File: src/rtl/finite_dev_arbiter.sv
// Round-robin arbiter sharing one (x+1) mod 100 datapath among N_REQ requesters.
// Optional macro FINITE_ARB_RANGE_CHECK_EN: operands >= 100 load rsp_err=1, rsp_data=0.
module finite_dev_arbiter #(
  parameter int N_REQ = 4,
  parameter int ID_W  = 2
) (
  input  logic               clk,
  input  logic               rst,
  input  logic [N_REQ-1:0]   req_valid,
  input  logic [N_REQ*7-1:0] req_data,
  output logic [N_REQ-1:0]   req_ready,
  output logic               rsp_valid,
  input  logic               rsp_ready,
  output logic [6:0]         rsp_data,
  output logic [ID_W-1:0]    rsp_id,
  output logic               rsp_err
);

  typedef enum logic {
    EMPTY = 1'b0,
    FULL  = 1'b1
  } state_t;

  localparam logic [ID_W-1:0] LAST = ID_W'(N_REQ - 1);

  state_t            state;
  state_t            stateNext;
  logic [ID_W-1:0]   rrPtr;
  logic [ID_W-1:0]   grantIdx;
  logic [N_REQ-1:0]  hiValid;
  logic              anyValid;
  logic              anyHi;
  logic              free;
  logic              xfer;
  logic [6:0]        grantOp;
  logic [6:0]        dataQ;
  logic [ID_W-1:0]   idQ;

  function automatic logic [6:0] dev(input logic [6:0] x);
    logic [6:0] s;
    logic [7:0] m;
    s = x + 7'd1;
    m = {1'b0, s} % 8'd100;
    return m[6:0];
  endfunction

  // Requests at or above the pointer win; otherwise wrap to the lowest.
  always_comb begin
    hiValid  = '0;
    grantIdx = '0;
    for (int i = 0; i < N_REQ; i++) begin
      hiValid[i] = req_valid[i] && (i >= int'(rrPtr));
    end
    anyValid = |req_valid;
    anyHi    = |hiValid;
    for (int i = N_REQ - 1; i >= 0; i--) begin
      if (anyHi ? hiValid[i] : req_valid[i]) begin
        grantIdx = ID_W'(i);
      end
    end
  end

  always_comb begin
    grantOp = '0;
    for (int i = 0; i < N_REQ; i++) begin
      if (grantIdx == ID_W'(i)) begin
        grantOp = req_data[7*i +: 7];
      end
    end
  end

  always_ff @(posedge clk) begin
    if (!rst) begin
      state <= EMPTY;
    end else begin
      state <= stateNext;
    end
  end

  always_comb begin
    stateNext = state;
    free      = 1'b0;
    xfer      = 1'b0;
    req_ready = '0;
    unique case (state)
      EMPTY: free = 1'b1;
      FULL:  free = rsp_ready;
      default: free = 1'b0;
    endcase
    xfer = free && anyValid;
    if (xfer) begin
      req_ready[grantIdx] = 1'b1;
      stateNext = FULL;
    end else if (state == FULL && rsp_ready) begin
      stateNext = EMPTY;
    end
  end

  always_ff @(posedge clk) begin
    if (!rst) begin
      rrPtr <= '0;
      dataQ <= '0;
      idQ   <= '0;
    end else if (xfer) begin
      rrPtr <= (grantIdx == LAST) ? '0 : grantIdx + 1'b1;
      idQ   <= grantIdx;
`ifdef FINITE_ARB_RANGE_CHECK_EN
      dataQ <= (grantOp >= 7'd100) ? 7'd0 : dev(grantOp);
`else
      dataQ <= dev(grantOp);
`endif
    end
  end

`ifdef FINITE_ARB_RANGE_CHECK_EN
  logic errQ;

  always_ff @(posedge clk) begin
    if (!rst) begin
      errQ <= 1'b0;
    end else if (xfer) begin
      errQ <= (grantOp >= 7'd100);
    end
  end

  assign rsp_err = errQ;
`else
  assign rsp_err = 1'b0;
`endif

  assign rsp_valid = (state == FULL);
  assign rsp_data  = dataQ;
  assign rsp_id    = idQ;

endmodule

File: config.mk
export PLATFORM = sky130hd
export DESIGN_NAME = finite_dev_arbiter
export DESIGN_NICKNAME = d
export VERILOG_FILES = /design/src/rtl/finite_dev_arbiter.sv
export SDC_FILE = /design/constraint.sdc
export NUM_CORES = 1
export LEC_CHECK = 0
export ABC_AREA = 1
export BUFFER_PORTS_ARGS = -buffer_cell sky130_fd_sc_hd__buf_2
export CAP_MARGIN = 20
export CORE_AREA = 2 2 52 54
export CTS_BUF_LIST = sky130_fd_sc_hd__clkbuf_16
export DETAILED_ROUTE_END_ITERATION = 10
export DIE_AREA = 0 0 54 56
export PLACE_DENSITY_LB_ADDON = 0.25
export RECOVER_POWER = 25
export SKIP_LAST_GASP = 1
export SYNTH_ARGS = -nofsm -noshare
export SYNTH_HDL_FRONTEND = slang
export SYNTH_SLANG_ARGS = --single-unit
File: constraint.sdc
create_clock -name clk -period 9.3 [get_ports clk]
set_clock_uncertainty 0.2 [all_clocks]
set_input_delay 0.465 -clock clk [delete_from_list [all_inputs] [get_ports clk]]
set_output_delay 0.465 -clock clk [all_outputs]
set_load 0.02 [all_outputs]
* Word level (Yosys, flattened, before mapping) *
Index checks and enable logic that the tools add are counted.

word-level totals
  flip-flop bits (word level) = 12
  bits in latches = 0
  bits in writable memories = 0
  ROM bits = 0
  output and inout port bits = 15
  word-level logic and storage cells = 44
  memories kept = 0

cells by class
  add/subtract/negate cells = 2
  multipliers = 0
  div/mod/pow operators = 1
  order comparisons = 5
  eq/ne operators = 3
  shift-type cells = 0
  multiplexer cells = 18
  bitwise gates (word level) = 1
  reductions and logical operators = 10

operator list
  operator             count
  $mux 7               4
  $mux 2               5
  $mod 7x7->8 const B  1
  $reduce_or 4->1      2
  $add 7x1->7 const B  1
  $logic_and 1x1->1    6
  $mux 1               6
  $eq 2x2->1 const B   2
  $ge 1x2->1 const A   2
  $mux 4               1
  $lt 2x3->1 const B   1
  $add 2x1->2 const B  1
  $demux 1 s2          1
  $eq 2x1->1 const B   1
  $ge 2x1->1 const B   1
  $ge 2x2->1 const A   1
  $logic_not 2->1      1
  $pmux 1 s2           1
  $reduce_bool 2->1    1
  $not 1->1            1

* Logic depth before layout (Yosys ltp) *
  word-level depth = 14
  gate-level depth with buffers = 24

* Least setup slack after synthesis *
Ideal clock, no wire load.

  path kind = input -> register
  start point = input port req_valid[2]
  end point = register dataQ[2] (netlist: rsp_data[2])
  setup time = 0.117 ns
  arrival = 2.912 ns
  data required time = 8.983 ns
  slack = 6.071 ns
  cell stages on the path = 22
  cell sequence = a21boi_0 > nor4_1 > a21oi_1 > o21ai_0 > nand2_1 > inv_1 > ha_1 > buf_6 > inv_8 > nand2_2 > o211ai_2 > a21oi_4 > ha_1 > inv_1 > xor2_2 > inv_1 > nor2_2 > nand2_1 > nand3_1 > inv_1 > nor2_1 > nor2_1

between the ends
  cells in the longest elaborated chain, start to end = 13

RTL lines
  what                  line  text
  start, declared       9     input logic [N_REQ-1:0] req_valid,
  $logic_and 1x1->1     52    hiValid[i] = req_valid[i] && (i >= int'(rrPtr));
  $reduce_or 4->1       55    anyHi = |hiValid;
  $mux 1                57    if (anyHi ? hiValid[i] : req_valid[i]) begin
  $mux 2 (2 in series)  57
  $mux 2 *              57
  net grantIdx[0]       29    logic [ID_W-1:0] grantIdx;
  $logic_not 2->1       66    if (grantIdx == ID_W'(i)) begin
  $mux 7 (3 in series)  66
  $mux 7 *              66
  $add 7x1->7 *         42    s = x + 7'd1;
  $mod 7x7->8 *         43    m = {1'b0, s} % 8'd100;
  end signal, assigned  110   dataQ <= dev(grantOp);
  end, declared         36    logic [6:0] dataQ;

Mark *: on every way through the listed nets, which the timed path passes. The rest lies on a longest branch.
A chain may end at the register's enable or synchronous reset.

* Worst setup path after layout *
  start point = register rrPtr[1]
  end point = register dataQ[3] (netlist: rsp_data[3])

between the ends
  cells in the longest elaborated chain, start to end = 14

RTL lines
  what                                             line  text
  start, declared                                  28    logic [ID_W-1:0] rrPtr;
  start signal, assigned                           105   rrPtr <= (grantIdx == LAST) ? '0 : grantIdx + 1'b1;
  $ge 1x2->1 / $ge 2x2->1 (equally long branches)  52
  $logic_and 1x1->1                                52
  $reduce_or 4->1                                  55
  $mux 1                                           57
  $mux 2 (2 in series)                             57
  $mux 2 *                                         57
  net grantIdx[0]                                  29
  $logic_not 2->1                                  66
  $mux 7 (3 in series)                             66
  $mux 7 *                                         66
  $add 7x1->7 *                                    42
  $mod 7x7->8 *                                    43

Marks and branches as above.

==> run summary <==
Util after Layout: 61.2%
Setup violations, final: 0
Hold worst-path end: rsp_data[1]$_SDFFE_PN0P_
Initial antenna violation count: 0
WP data arrival: 3600 ps
Post-place instance area: 0.00142 mm^2
Row count: 18
Max Fclk: 275 MHz
Worst hold stages: 2
Final total power: 324 uW
Initial core utilization: 49.0%
RePlAce Congestion: 0.826
Critical path class: reg -> reg
R2R Path End: rsp_data[3]$_SDFFE_PN0P_
Period Utilization, post-route: 39.1%
Setup_tns: 0 ps
FF-to-FF path depth: 19
Height of the die: 56 um
Hold_sp: rsp_data[1]$_SDFFE_PN0P_
Layout cells sized above 1: 28.6%
Routed WL: 2760 um
Synth unique cells: 32
Longest Clk Path Bufs: 2
TritonCTS clock tree: yes
Dpl hpwl: 2280 um
Mapped Nets: 234
H-tree Lvls: 1
Gr ovfl total: 0
Critical path endpoint category: flip-flop
Clk Latency, worst-skew pair: 240 ps
Final Hold Violating Endpoints: 0
Ant. Diodes: 0
Crit path max fanout: 12
Total GRT Usage: 20.0%
Vias/cell: 4.85
Worst Setup Start Kind: flip-flop
Via count of the routed design: 1,299
Sequential share of the synthesized area: 20.2%
RSZ-0062 raised after global routing: false
IO Count: 50
Most frequent cells in the layout: nand2_1 (48), buf_2 (42), nor2_1 (22), inv_1 (21), a21oi_1 (17)
Ys Warns: 0
CTS Hold Buffers Added: 0
Worst IR Drop VDD: 0.167 mV
Core ar.: 0.00243 mm^2
Max Cap Viol: 0
Commonest non-fill, non-tap cell in the layout: nand2_1
Final nets: 280
Resized Gates After CTS: 0
Average footprint of a synthesized cell: 6.17 um^2
Die ar.: 0.00302 mm^2
Final slew viol count: 0
RR Startpoint: rrPtr[1]$_SDFFE_PN0P_
# port buffers: 48
Post-DRT Antenna Nets: 0
WL per Instance: 10.3 um
Total CTS buffers: 3
DRC errors left: 0
Setup Buffers After CTS: 0
Clock Tree Root: clkbuf_16
Post-synthesis cell count: 193
Final Critical Period: 3630 ps
Hold Crit Class: reg -> reg
Leak pwr: 0.811 nW
Largest net degree at the start of global routing: 20
Required @ worst endpoint: 9270 ps
Design Area, Final: 0.00149 mm^2
Number of global-route vias before repair: 1,194
Clk slew on worst S/H paths: 40 ps
Pwr/cell area: 218 mW/mm^2
Pre-antenna DRT Iters: 4
Die width: 54 um
Cell Area, Synth: 0.00119 mm^2
1st-iter DRT viols: 25
R2R setup slack: 5670 ps
Post-synthesis sequential element count: 12
Status: completed
Syn-to-layout area delta: 24.9%
Clock tree sinks: 12
First-pass GRT wire length: 4620 um
metrics by stage:
step	hold WS [ps]	std cells	worst slack, ps
floorplan	263	193	6070
global placement	266	264	5600
detailed placement	272	264	5510
CTS	281	268	5710
global route	309	268	5310
finish	281	268	5670
registers in the layout (all words and copies together), names as in the netlist:
name and cells:
rsp_valid 1, rsp_data 7, rrPtr 2, rsp_id 2
cells by family (layout without fill, tap and decap cells):
kind of cell | Yosys count | after routing | synth area share [%]
compound gates | 36 | 36 | 17.6
xor+xnor | 2 | 2 | 2.10
fa+ha+maj | 6 | 6 | 6.30
buf+inv | 32 | 77 | 13.6
flops | 12 | 12 | 20.2
other cells | 1 | 1 | 0.315
simple gates | 104 | 104 | 39.9
per-layer routing:
layer	share of wire [%]	routed length [um]	global-route usage, %
met1	47	1300	25.3
met2	47	1290	33.1
met3	5.2	144	4.84
met4	0.76	21	5.00
met5	0	0	0
where the power goes:
group	switching (mW)	internal (mW)
clock network	0.0213	0.0565
logic	0.117	0.0608
registers	0.00584	0.0625
critical path, cell delays in order (launching register included):
cell	delay, ps
dfxtp_1	360
a21boi_0	130
nor4_1	350
a21oi_1	140
o21ai_0	100
nand2_1	150
inv_1	110
ha_1	410
inv_1	210
nor2_1	220
a21oi_4	80
ha_1	250
inv_1	100
xor2_2	160
inv_1	70
nor2_2	140
nand2_1	90
nand3_1	110
nand2_1	70
a21oi_2	130
worst max path at each step:
| stage | startpoint | endpoint | slack (ps) |
|---|---|---|---|
| finish | rrPtr[1]$_SDFFE_PN0P_ | rsp_data[3]$_SDFFE_PN0P_ | 5670 |
| global route | rrPtr[1]$_SDFFE_PN0P_ | rsp_data[2]$_SDFFE_PN0P_ | 5310 |
| CTS | rrPtr[0]$_SDFFE_PN0P_ | rsp_data[3]$_SDFFE_PN0P_ | 5710 |
| detailed placement | req_valid[2] | rsp_data[2]$_SDFFE_PN0P_ | 5510 |
| global placement | req_valid[1] | rsp_data[6]$_SDFFE_PN0P_ | 5600 |
| floorplan | req_valid[2] | rsp_data[2]$_SDFFE_PN0P_ | 6070 |
cell usage after synthesis, drive strengths merged:
cell	n	area (um^2)
nand2	56	235
nor4	1	6.26
nand3b	1	7.51
dfxtp	12	240
o211ai	2	20.0
conb	1	3.75
nor3	1	5.00
ha	6	75.1
a21oi	19	110
nor2	27	119
xor2	2	25.0
o21ai	13	65.1
a21boi	2	15.0
nand3	16	90.1
clkinv	1	3.75
or2	2	12.5
inv	24	105
buf	5	45.0
clkbuf	2	7.51
cell type report:
| type | count | area, um^2 |
|---|---|---|
| fillers | 243 | 945 |
| multi-input cells | 149 | 790 |
| flip-flops and latches | 12 | 240 |
| repair buffers | 48 | 233 |
| inverters | 25 | 109 |
| clock buffers | 3 | 75.1 |
| well taps | 30 | 37.5 |
| clock inverters | 1 | 3.75 |
No activity file was read; power rests on OpenSTA's default activity.
